File: config.mk
export PLATFORM = sky130hd
export DESIGN_NAME = ram_ch_arb_flat
export DESIGN_NICKNAME = d
export VERILOG_FILES = /design/src/rtl/ssd_ctrl_pkg.sv /design/src/rtl/ram_ch_arb_if.sv /design/src/rtl/rr_pick16.sv /design/src/rtl/ram_ch_arb.sv /design/src/flat_wrapper.sv
export SDC_FILE = /design/constraint.sdc
export NUM_CORES = 1
export LEC_CHECK = 0
export ABC_AREA = 1
export BUFFER_PORTS_ARGS = -buffer_cell sky130_fd_sc_hd__buf_2
export CORE_ASPECT_RATIO = 1.5
export CORE_MARGIN = 2
export CORE_UTILIZATION = 45
export CTS_CLUSTER_SIZE = 10
export DETAILED_ROUTE_END_ITERATION = 16
export PLACE_DENSITY = 0.66
export REMOVE_ABC_BUFFERS = 1
export SLEW_MARGIN = 25
export SYNTH_ARGS = -nofsm -noshare
export SYNTH_HDL_FRONTEND = slang
export SYNTH_SLANG_ARGS = --single-unit
File: constraint.sdc
create_clock -name clk -period 8 [get_ports clk]
set_input_delay 1.6 -clock clk [delete_from_list [all_inputs] [get_ports clk]]
set_output_delay 1.6 -clock clk [all_outputs]
set_load 0.02 [all_outputs]
File: src/rtl/ssd_ctrl_pkg.sv
// Shared constants for the SSD controller slice: channel count, select width,
// arbiter state encoding and a one-hot helper.
package ssd_ctrl_pkg;

  localparam int unsigned N_CH = 16;
  localparam int unsigned CH_W = 4;

  localparam logic [1:0] ST_IDLE  = 2'd0;
  localparam logic [1:0] ST_BURST = 2'd1;
  localparam logic [1:0] ST_DONE  = 2'd2;

  function automatic logic [N_CH-1:0] ch_onehot(input logic [CH_W-1:0] idx);
    ch_onehot      = '0;
    ch_onehot[idx] = 1'b1;
  endfunction

endpackage

File: src/rtl/ram_ch_arb_if.sv
// Channel-to-RAM arbitration bundle: requests from the NAND controllers and the
// grant/enable/done signals returned by the arbiter.
interface ram_ch_arb_if #(
  parameter int unsigned CNT_W = 8
);
  logic [ssd_ctrl_pkg::N_CH-1:0] ch_req;
  logic [ssd_ctrl_pkg::N_CH-1:0] ram_oe;
  logic [ssd_ctrl_pkg::CH_W-1:0] ch_num;
  logic                          busy;
  logic [CNT_W-1:0]              beat_cnt;
  logic [ssd_ctrl_pkg::N_CH-1:0] ch_done;

  modport master (
    input  ch_req,
    output ram_oe, ch_num, busy, beat_cnt, ch_done
  );

  modport slave (
    output ch_req,
    input  ram_oe, ch_num, busy, beat_cnt, ch_done
  );
endinterface

File: src/rtl/rr_pick16.sv
// Combinational round-robin priority encoder: first requester found searching
// upward from last+1, wrapping 15 -> 0.
module rr_pick16 (
  input  logic [15:0] req,
  input  logic [3:0]  last,
  output logic [3:0]  grant_idx,
  output logic        grant_vld
);
  logic [3:0] cand;

  always_comb begin
    grant_vld = 1'b0;
    grant_idx = last;
    cand      = '0;
    // 4-bit addition wraps naturally; i = 16 lands back on last itself.
    for (int unsigned i = 1; i <= 16; i++) begin
      cand = last + 4'(i);
      if (!grant_vld && req[cand]) begin
        grant_vld = 1'b1;
        grant_idx = cand;
      end
    end
  end
endmodule

File: src/rtl/ram_ch_arb.sv
// Round-robin arbiter granting one of 16 flash channels the shared page RAM for
// a fixed burst. Define RAM_CH_ARB_ABORT_EN to end a burst early when the owner drops ch_req.
module ram_ch_arb #(
  parameter int unsigned N_CH      = 16,
  parameter int unsigned CH_W      = 4,
  parameter int unsigned BURST_LEN = 8,
  parameter int unsigned CNT_W     = 8
) (
  input  logic                clk,
  input  logic                rst,
  ram_ch_arb_if.master        bus
);
  import ssd_ctrl_pkg::*;

  localparam logic [CNT_W-1:0] LAST_BEAT = CNT_W'(BURST_LEN - 1);

  logic [1:0]      state_q, state_d;
  logic [CH_W-1:0] ch_num_q, ch_num_d;
  logic [CH_W-1:0] last_q, last_d;
  logic [CNT_W-1:0] beat_cnt_q, beat_cnt_d;
  logic [N_CH-1:0] ram_oe_q, ram_oe_d;
  logic [N_CH-1:0] ch_done_q, ch_done_d;
  logic            busy_q, busy_d;

  logic [3:0]      pick_idx;
  logic            pick_vld;
  logic            abort;

  rr_pick16 u_pick (
    .req       (bus.ch_req),
    .last      (last_q),
    .grant_idx (pick_idx),
    .grant_vld (pick_vld)
  );

`ifdef RAM_CH_ARB_ABORT_EN
  assign abort = ~bus.ch_req[ch_num_q];
`else
  assign abort = 1'b0;
`endif

  always_comb begin
    state_d    = state_q;
    ch_num_d   = ch_num_q;
    last_d     = last_q;
    beat_cnt_d = beat_cnt_q;
    ram_oe_d   = ram_oe_q;
    busy_d     = busy_q;
    ch_done_d  = '0;
    case (state_q)
      ST_IDLE: begin
        if (pick_vld) begin
          state_d    = ST_BURST;
          ch_num_d   = pick_idx;
          last_d     = pick_idx;
          beat_cnt_d = '0;
          ram_oe_d   = ch_onehot(pick_idx);
          busy_d     = 1'b1;
        end
      end
      ST_BURST: begin
        // beat_cnt holds its final/abort value through DONE.
        if (abort || beat_cnt_q == LAST_BEAT) begin
          state_d   = ST_DONE;
          ram_oe_d  = '0;
          busy_d    = 1'b0;
          ch_done_d = ch_onehot(ch_num_q);
        end else begin
          beat_cnt_d = beat_cnt_q + 1'b1;
        end
      end
      ST_DONE: begin
        state_d = ST_IDLE;
      end
      default: begin
        state_d  = ST_IDLE;
        ram_oe_d = '0;
        busy_d   = 1'b0;
      end
    endcase
  end

  always_ff @(posedge clk) begin
    if (rst) begin
      state_q    <= ST_IDLE;
      ch_num_q   <= '0;
      last_q     <= '1;
      beat_cnt_q <= '0;
      ram_oe_q   <= '0;
      ch_done_q  <= '0;
      busy_q     <= 1'b0;
    end else begin
      state_q    <= state_d;
      ch_num_q   <= ch_num_d;
      last_q     <= last_d;
      beat_cnt_q <= beat_cnt_d;
      ram_oe_q   <= ram_oe_d;
      ch_done_q  <= ch_done_d;
      busy_q     <= busy_d;
    end
  end

  assign bus.ram_oe   = ram_oe_q;
  assign bus.ch_num   = ch_num_q;
  assign bus.busy     = busy_q;
  assign bus.beat_cnt = beat_cnt_q;
  assign bus.ch_done  = ch_done_q;

endmodule

File: src/flat_wrapper.sv
// flat-port wrapper written by rule: the top's interface ports become plain ports
module ram_ch_arb_flat import ssd_ctrl_pkg::*;
#(
  parameter int unsigned N_CH      = 16,
  parameter int unsigned CH_W      = 4,
  parameter int unsigned BURST_LEN = 8,
  parameter int unsigned CNT_W     = 8
)
  (clk, rst, bus_ch_req, bus_ram_oe, bus_ch_num, bus_busy, bus_beat_cnt, bus_ch_done);
  ram_ch_arb_if #(.CNT_W(CNT_W)) bus_i ();
  input  logic clk;
  input  logic rst;
  input wire logic [$bits(bus_i.ch_req)-1:0] bus_ch_req;
  output wire logic [$bits(bus_i.ram_oe)-1:0] bus_ram_oe;
  output wire logic [$bits(bus_i.ch_num)-1:0] bus_ch_num;
  output wire logic [$bits(bus_i.busy)-1:0] bus_busy;
  output wire logic [$bits(bus_i.beat_cnt)-1:0] bus_beat_cnt;
  output wire logic [$bits(bus_i.ch_done)-1:0] bus_ch_done;
  assign bus_i.ch_req = bus_ch_req;
  assign bus_ram_oe = bus_i.ram_oe;
  assign bus_ch_num = bus_i.ch_num;
  assign bus_busy = bus_i.busy;
  assign bus_beat_cnt = bus_i.beat_cnt;
  assign bus_ch_done = bus_i.ch_done;
  ram_ch_arb #(.N_CH(N_CH), .CH_W(CH_W), .BURST_LEN(BURST_LEN), .CNT_W(CNT_W)) u_core (.clk(clk), .rst(rst), .bus(bus_i));
endmodule
Word level (Yosys, flattened, before mapping)
Index checks and enable logic that the tools add are counted.
{"block": "totals", "ff_bits": 51, "elab_cells": 171}
{"block": "classes", "addsub": 16, "magnitude_cmp": 20, "n_eq_ne": 6, "mux": 80, "n_bitwise": 3, "reduce_logical": 39}
{"op": "$lt 4x5->1 const B", "n": 18}
{"op": "$bmux 1 s4", "n": 16}
{"op": "$mux 4", "n": 16}
{"op": "$pmux 16 s3", "n": 1}
{"op": "$mux 1", "n": 36}
{"op": "$add 4x4->4 const B", "n": 8}
{"op": "$mux 16", "n": 2}
{"op": "$logic_and 1x1->1", "n": 17}
{"op": "$add 4x3->4 const B", "n": 4}
{"op": "$mux 8", "n": 2}
{"op": "$pmux 8 s2", "n": 1}
{"op": "$logic_not 1->1", "n": 15}
{"op": "$add 4x2->4 const B", "n": 2}
{"op": "$add 8x1->8 const B", "n": 1}
{"op": "$demux 1 s4", "n": 2}
{"op": "$eq 8x3->1 const B", "n": 1}
{"op": "$ge 4x1->1 const B", "n": 2}
{"op": "$reduce_and 3->1", "n": 2}
{"op": "$add 4x1->4 const B", "n": 1}
{"op": "$mux 2", "n": 2}
{"op": "$ne 2x1->1 const B", "n": 2}
{"op": "$pmux 2 s2", "n": 1}
{"op": "$reduce_and 2->1", "n": 2}
{"op": "$not 1->1", "n": 3}
{"op": "7 further kinds", "n": 7}

Depth between registers and ports, before layout
Gate-level depths: netlist (run 1).
{"block": "logic_depth", "word_depth": 55, "ltp_mapped": 31}

Cells and area by module
A second synthesis (run 1) with hierarchy kept.
{"block": "unflattened", "cells_unflattened": 636, "hier_area_um2": 3828.7}
{"module": "ram_ch_arb", "instances": 1, "cells_per_inst": 279, "area_per_inst_um2": 2072.0, "seq_area_each_um2": 1021.0}
{"module": "rr_pick16", "instances": 1, "cells_per_inst": 357, "area_per_inst_um2": 1756.7, "seq_area_each_um2": 0.0}

Worst setup path after synthesis (run 1)
OpenSTA, ideal clock, no wires.
{"block": "synth_timing", "path_type": "input -> register", "start": "input bus_ch_req[6]", "end": "register u_core.ram_oe_q[0] (netlist: u_core.bus.ram_oe[0])", "setup_time_ns": 0.070, "arrival_ns": 3.745, "t_required_ns": 7.930, "setup_slack_ns": 4.185, "stages": 23, "n_path_buf": 0, "path_cell_list": "nand2_1 -> nand3_1 -> nand3_1 -> nand2_1 -> nand2_2 -> nand2_4 -> nor2_8 -> nand4_4 -> nor2_4 -> nand3_2 -> nor2_4 -> nand2_1 -> nor2_4 -> nand3_4 -> nor2_1 -> nor2_1 -> nand2_2 -> nand2_2 -> nand2_2 -> nand2_1 -> nor2_2 -> nand2_1 -> a21oi_1"}
{"block": "synth_via", "elab_chain_len": 54}
{"item": "from (decl)", "line_no": "flat_wrapper.sv:13", "rtl": "input wire logic [$bits(bus_i.ch_req)-1:0] bus_ch_req;"}
{"item": "$bmux 1 s4", "line_no": "rr_pick16.sv:18", "rtl": "if (!grant_vld && req[cand]) begin"}
{"item": "$mux 1 (not written as such)", "line_no": "rr_pick16.sv:18"}
{"item": "$mux 1", "line_no": "rr_pick16.sv:18"}
{"item": "$logic_not 1->1", "line_no": "rr_pick16.sv:18"}
{"item": "$logic_and 1x1->1", "line_no": "rr_pick16.sv:18"}
{"item": "$mux 1", "line_no": "rr_pick16.sv:18"}
{"item": "$logic_not 1->1", "line_no": "rr_pick16.sv:18"}
{"item": "$logic_and 1x1->1", "line_no": "rr_pick16.sv:18"}
{"item": "[38 not listed]"}
{"item": "$logic_and 1x1->1", "line_no": "rr_pick16.sv:18"}
{"item": "$mux 4", "line_no": "rr_pick16.sv:18"}
{"item": "$lt 4x5->1 (not written as such) / $ge 4x1->1 (equally long branches)", "line_no": "ssd_ctrl_pkg.sv:14", "rtl": "ch_onehot[idx] = 1'b1;"}
{"item": "$logic_and 1x1->1 (not written as such)", "line_no": "ssd_ctrl_pkg.sv:14"}
{"item": "$mux 1 (not written as such)", "line_no": "ssd_ctrl_pkg.sv:14"}
{"item": "$demux 1 s4"}
{"item": "$mux 16", "line_no": "ram_ch_arb.sv:52", "rtl": "if (pick_vld) begin"}
{"item": "$pmux 16 s3", "line_no": "ram_ch_arb.sv:50", "rtl": "case (state_q)"}
{"item": "to (signal assigned)", "line_no": "ram_ch_arb.sv:97", "rtl": "ram_oe_q <= ram_oe_d;"}
{"item": "to (decl)", "line_no": "ram_ch_arb.sv:21", "rtl": "logic [N_CH-1:0] ram_oe_q, ram_oe_d;"}
Several ways; a longest one is shown, not always the timed one. The select of a mux whose other input is x is not followed.
A chain may end at the register's enable or synchronous reset.

Worst setup path after layout (run 1)
{"block": "layout_timing", "start": "register u_core.last_q[1]", "end": "register u_core.ram_oe_q[9] (netlist: u_core.bus.ram_oe[9])"}
{"block": "layout_via", "elab_chain_len": 55}
{"item": "from (decl)", "line_no": "ram_ch_arb.sv:19", "rtl": "logic [CH_W-1:0] last_q, last_d;"}
{"item": "from (signal assigned)", "line_no": "ram_ch_arb.sv:95", "rtl": "last_q <= last_d;"}
{"item": "$add 4x1->4", "line_no": "rr_pick16.sv:17", "rtl": "cand = last + 4'(i);"}
{"item": "$bmux 1 s4", "line_no": "rr_pick16.sv:18"}
{"item": "$mux 1 (not written as such)", "line_no": "rr_pick16.sv:18"}
{"item": "$mux 1", "line_no": "rr_pick16.sv:18"}
{"item": "$logic_not 1->1", "line_no": "rr_pick16.sv:18"}
{"item": "$logic_and 1x1->1", "line_no": "rr_pick16.sv:18"}
{"item": "$mux 1", "line_no": "rr_pick16.sv:18"}
{"item": "$logic_not 1->1", "line_no": "rr_pick16.sv:18"}
{"item": "[39 not listed]"}
{"item": "$logic_and 1x1->1", "line_no": "rr_pick16.sv:18"}
{"item": "$mux 4", "line_no": "rr_pick16.sv:18"}
{"item": "$lt 4x5->1 (not written as such) / $ge 4x1->1 (equally long branches)", "line_no": "ssd_ctrl_pkg.sv:14"}
{"item": "$logic_and 1x1->1 (not written as such)", "line_no": "ssd_ctrl_pkg.sv:14"}
{"item": "$mux 1 (not written as such)", "line_no": "ssd_ctrl_pkg.sv:14"}
{"item": "$demux 1 s4"}
{"item": "$mux 16", "line_no": "ram_ch_arb.sv:52"}
{"item": "$pmux 16 s3", "line_no": "ram_ch_arb.sv:50"}
Several ways; a longest one is shown, not always the timed one. The select of a mux whose other input is x is not followed.

==> metrics, run 1 <==
status complete, no violations; crit-path max cell delay 780 ps; yosys synthesis warning count 0; final cycle utilization of the critical path between 60% and 70%; IO Count 63; CP most frequent cell nand2_1; dpl hpwl 9510 um; CP Depth 25; Worst setup SP type flop; Cell variety after synth 41; Fin Setup TNS 0 ps; DRT Wirelength 11900 um; CP Max Fanout 17; WS Path Type flop to flop; area grow syn2layout 13.7%; Die Ht approximately 120 um; max_cap viols 0; fin area approximately 4400 um2; Max transition margin between 40% and 50%; Mean Syn Cell Area between 6 and 7 um2; most used flip-flop cell after synthesis dfxtp_1; Reg-to-Reg Start u_core.last_q[1]; die width just under 80 um; CTS Sinks between 50 and 60; # port buffers 62; final hold vios 0; wire length on met2 approximately 6300 um; initial cell density of the core between 40% and 50%; Worst EP required ~8000 ps; CP max-delay cell dfxtp_1; Die ar. ~9300 um2; fin. max-slew vios 0; Reg clk slew, reported paths 70 ps; share of layout cells above drive strength 1 around 17%; R2R depth 25; Worst Setup End Kind flop; Core ar. approximately 8400 um2; Worst Path Buf+Inv 3; Synth area leaders dfxtp_1, nand2_1, nand3_1; Clock Tree Root clkbuf_16; WL met3 between 400 and 500 um; Area after DPL around 4200 um2; setup bufs post-CTS 0; DRT met1 WL between 4000 and 5000 um; first-pass GRT wire length about 19000 um; antenna violations before repair 0; Min Hold Slack 462 ps; post_cts resized 0; crit path time final ~5000 ps; post-synth top area share 26.5%; ANT nets after route 0; hold buffer count at CTS 0; Clk Latency, worst-skew pair a little under 300 ps; hold path depth 2; CTS tree yes; overall routing resource usage approximately a quarter; DRT Pass-1 Iters 5; crit path launch u_core.last_q[1]; RSZ-0062 raised after global routing false; pin count of the biggest net entering global routing 29; DR iter-0 viols 138; Post-synth EDFFs 0; vias in the first global route slightly below 4000; Clock Path Buffers 2; Routed WL per cell ~15 um; gpl congestion 0.970; DRC Markers 0; clk_skew 3.13 ps; Cell Area, Synth between 3000 and 4000 um2; HP Class flop to flop; #FFs+latches synth 51; Max Fclk 202 MHz; biggest area consumer among synthesized cells dfxtp_1; final setup vio count 0; Max H-tree Level 2; uppermost routed layer met4; Seq/Total Area, Yosys a little over a quarter; Async S/R FF share, synth 0%; Vias/cell around 5.3; Placement Rows 41; Critical Path AT between 5000 and 6000 ps; CTS Buf Count 5; DR vias 4236; # diodes 0; final net count roughly 700; cells after synthesis about 640; Largest delay share family, worst path simple AND/OR/NAND/NOR gates; worst slew pin tran between 800 and 900 ps; total gr overflow 0; Hold Startpoint u_core.bus.ram_oe[8]
## worst min-delay path, stage by stage, from the launching register on
cell and delay, ps:
dfxtp_1 310, nand2_1 60, a21oi_1 50
## cell type report
| type | count | area [um2] |
|---|---|---|
| clock buffer | 5 | 125 |
| clock inverter | 3 | 23.8 |
| fill | 889 | 3980 |
| inverter | 72 | 270 |
| multi-input combinational | 498 | 2490 |
| sequential | 51 | 1020 |
| tap | 107 | 134 |
| timing repair buffer | 63 | 318 |
## logic make-up after synthesis
logic type / Yosys count / synth area share [%]
AND/OR/NAND/NOR: 426 / 51.2
adder cells (fa/ha/maj): 9 / 2.92
XOR/XNOR: 9 / 2.24
AO/OA/AOI/OAI: 54 / 8.21
flip-flops: 51 / 26.5
buffers and inverters: 86 / 8.92
## final timing paths
kind,end,slack (ps)
worst min register to register,u_core.bus.ram_oe[8],460
worst max-delay path,u_core.bus.ram_oe[9],3040
worst min-delay path,u_core.bus.ram_oe[8],460
worst max register to register,u_core.bus.ram_oe[9],3040
## layout by cell type, fill, tap and decap left out, types with 3 or more instances in the layout
cell	synthesis	layout
a21oi_2	3	3
o211ai_1	4	4
ha_1	9	9
a21oi_1	30	30
nand2_1	212	212
nor3_1	5	5
inv_2	7	7
nor4_1	3	3
xor2_1	5	5
nor2_4	6	6
nor2_1	51	51
clkbuf_16	0	5
nor2_2	4	4
nand2_2	12	12
nand3_1	108	108
inv_1	64	64
o21ai_0	6	6
o22ai_1	4	4
xnor2_1	3	3
dfxtp_1	51	51
nand4_1	11	11
buf_2	8	62
o21ai_1	3	3
## synth_stat cells (2+ instances only)
library cell / n
a21oi_1: 30
a21oi_2: 3
buf_2: 8
clkbuf_1: 3
dfxtp_1: 51
ha_1: 9
inv_1: 64
inv_2: 7
nand2_1: 212
nand2_2: 12
nand2_4: 2
nand3_1: 108
nand3_2: 2
nand3_4: 2
nand3b_1: 2
nand4_1: 11
nor2_1: 51
nor2_2: 4
nor2_4: 6
nor3_1: 5
nor3b_1: 2
nor4_1: 3
o211ai_1: 4
o21ai_0: 6
o21ai_1: 3
o22ai_1: 4
xnor2_1: 3
xor2_1: 5
## per-stage QoR
step           cells  setup slack (ps)  utilization (%)
6_report         799              3040             52.4
5_1_grt          799              2630             52.4
4_1_cts          799              3050             52.4
3_5_place_dp     791              3080             50.6
3_3_place_gp     791              3170             50.6
2_1_floorplan    621              4000                -
## sequential cells by signal, summed over array words and instances, names as in the netlist
| name | cells |
|---|---|
| u_core.bus.beat_cnt | 8 |
| u_core.state_q | 2 |
| u_core.bus.ram_oe | 16 |
| u_core.last_q | 4 |
| u_core.bus.ch_done | 16 |
| u_core.bus.ch_num | 4 |
| u_core.bus.busy | 1 |
## layer usage
| layer | GRT usage (%) | up-vias |
|---|---|---|
| met4 | 18.9 | 0 |
| met2 | 47.0 | 120 |
| met1 | 26.4 | 1906 |
| met5 | 0 | - |
| met3 | 2.38 | 44 |
| li1 | - | 2166 |
Power of run 1 is not shown: default switching activity piles up to over one toggle a cycle in this logic, so the estimate is an artifact.
==> run 2: changes to the inputs <==
--- a/config.mk
+++ b/config.mk
@@ -12,7 +12,7 @@
 export CORE_UTILIZATION = 45
 export CTS_CLUSTER_SIZE = 10
 export DETAILED_ROUTE_END_ITERATION = 16
-export PLACE_DENSITY = 0.66
+export PLACE_DENSITY = 0.68
 export REMOVE_ABC_BUFFERS = 1
 export SLEW_MARGIN = 25
 export SYNTH_ARGS = -nofsm -noshare
==> constraint.sdc (replaced) <==
create_clock -name clk -period 4.3 [get_ports clk]
set_input_delay 0.86 -clock clk [delete_from_list [all_inputs] [get_ports clk]]
set_output_delay 0.86 -clock clk [all_outputs]
set_load 0.02 [all_outputs]
==> metrics, run 2 (synthesis results as in run 1) <==
status complete, no violations; CP max-delay cell dfxtp_2; Clk Latency, worst-skew pair 290 ps (about the same); most common cell after layout, fill and taps aside nand2_1; crit-path max cell delay 520 ps (-260 ps); dpl hpwl 9210 um (-3.2%); Layout Utilization 53.7% (+1.3 points); # port buffers 62 (unchanged); Min Hold Slack 462 ps (+0.736 ps); Worst Setup End Kind flop; GR peak layer met2; Core ar. 8360 um2 (unchanged); Clock Path Buffers 2 (unchanged); antenna violations before repair 0 (unchanged); area grow syn2layout 16.4%; final net count 730 (+1.7%); overall routing resource usage 25.5% (-0.36 points); Place WS 291 ps (-2790 ps); fin. max-slew vios 0 (unchanged); Reg clk slew, reported paths 60 ps (about the same); worst slew pin tran 710 ps (-164 ps); CTS tree yes; Critical Path AT 4120 ps (-1050 ps); ANT nets after route 0 (unchanged); HP Class flop to flop; Max transition margin 52.2% (+11 points); clk_skew 5.31 ps (+2.17 ps); final setup vio count 0 (unchanged); CTS Sinks 51 (unchanged); Vias/cell 5.32 (+0.44%); first-pass GRT wire length 19000 um (+0.95%); Max H-tree Level 2 (unchanged); pin count of the biggest net entering global routing 29 (unchanged); DRT Pass-1 Iters 4 (-1); DRC Markers 0 (unchanged); CTS Buf Count 5 (unchanged); GRT met3 Usage 2.46% (+0.077 points); Max Fclk 255 MHz (+27%); CP Max Fanout 12 (-5); max_cap viols 0 (unchanged); Die ar. 9340 um2 (unchanged); share of layout cells above drive strength 1 18.1% (+1.4 points); DRT Wirelength 11600 um (-2.5%); crit-path cells inv_2 -> ha_1 -> inv_1 -> nand3_1 -> nand2_1 -> nand2_1 -> nand2_4 -> nor2_8 -> nand4_4 -> nor2_4 -> nand3_2 -> nor2_4 -> nand2_1 -> nor2_4 -> nand3_4 -> nor2_1 -> nor2_1 -> nand2_1 -> nand2_1 -> a21oi_2 -> inv_1 -> o22ai_1; final cycle utilization of the critical path 91.0% (+29 points); fin worst setup slack 385 ps (-2660 ps); vias in the first global route 4209 (+6.2%); Worst EP required 4510 ps (-3710 ps); final hold vios 0 (unchanged); # diodes 0 (unchanged); CP most frequent cell nand2_1; crit path time final 3910 ps (-1040 ps); M1 GR Usage 26.5% (+0.11 points); Placement Rows 41 (unchanged); Routed WL per cell 14.3 um (-3.8%); most frequent cells in the layout nand2_1, nand3_1, inv_1; total gr overflow 0 (unchanged); DR vias 4313 (+1.8%); gpl congestion 1.00 (+3.2%); Worst setup SP type flop; number of fill cells in the layout 862 (-3.0%); Fin Setup TNS 0 ps (unchanged); Clock Tree Root clkbuf_16; WS Path Type flop to flop; die width 79.6 um (unchanged); Die Ht 117 um (unchanged); met2 GRT Util 45.5% (-1.5 points); initial cell density of the core 46.1% (unchanged); DR iter-0 viols 226 (+64%); RSZ-0062 raised after global routing false; IO Count 63 (unchanged)
==> run 2: cell count changes in the layout (fill, tap and decap cells not counted), sizes merged <==
cell      change
clkinvlp      -1
buf          +12
inv           -1
bufinv        +1
==> run 2: final cells by class <==
class	instances	area [um2]	share of cell area, %
clock inverter	2	37.5	0.836
inverter	72	270	6.02
multi-input combinational	498	2490	55.5
tap	107	134	2.98
clock buffer	5	125	2.79
sequential	51	1020	22.8
timing repair buffer	75	408	9.09
==> run 2: path summary, 6_finish.rpt <==
check	to	cells after the start	startpoint	slack, ps
max	u_core.bus.ch_num[2]	22	u_core.last_q[2]	390
min	u_core.bus.ram_oe[0]	2	u_core.bus.ram_oe[0]	460
max reg2reg	u_core.bus.ch_num[2]	22	u_core.last_q[2]	390
min reg2reg	u_core.bus.ram_oe[0]	2	u_core.bus.ram_oe[0]	460
==> run 2: critical path: cells and delay by family, from the launching register on <==
kind            cells  cell delay [ps]
compound gates      2              420
fa+ha+maj           1              450
buf+inv             3              510
flops               1              520
simple gates       16             1910
==> run 2: per-stage QoR <==
step	instance area, um2	cells
floorplan	3780	621
global placement	4320	803
detailed placement	4320	803
CTS	4490	810
global route	4490	810
finish	4490	810
==> run 2: metal layers <==
metal,vias up,wire length [um]
met5,-,0
met4,0,762
met3,43,500
met2,131,5980
met1,1950,4310
li1,2189,-
==> run 2: what timing repair did <==
| action | CTS | global route |
|---|---|---|
| resized for setup | 0 | 1 |
| buffers inserted | 0 | 0 |
| setup endpoints to repair | 0 | 19 |
| hold buffers | 0 | 0 |
Power of run 2 is left out for the same reason.
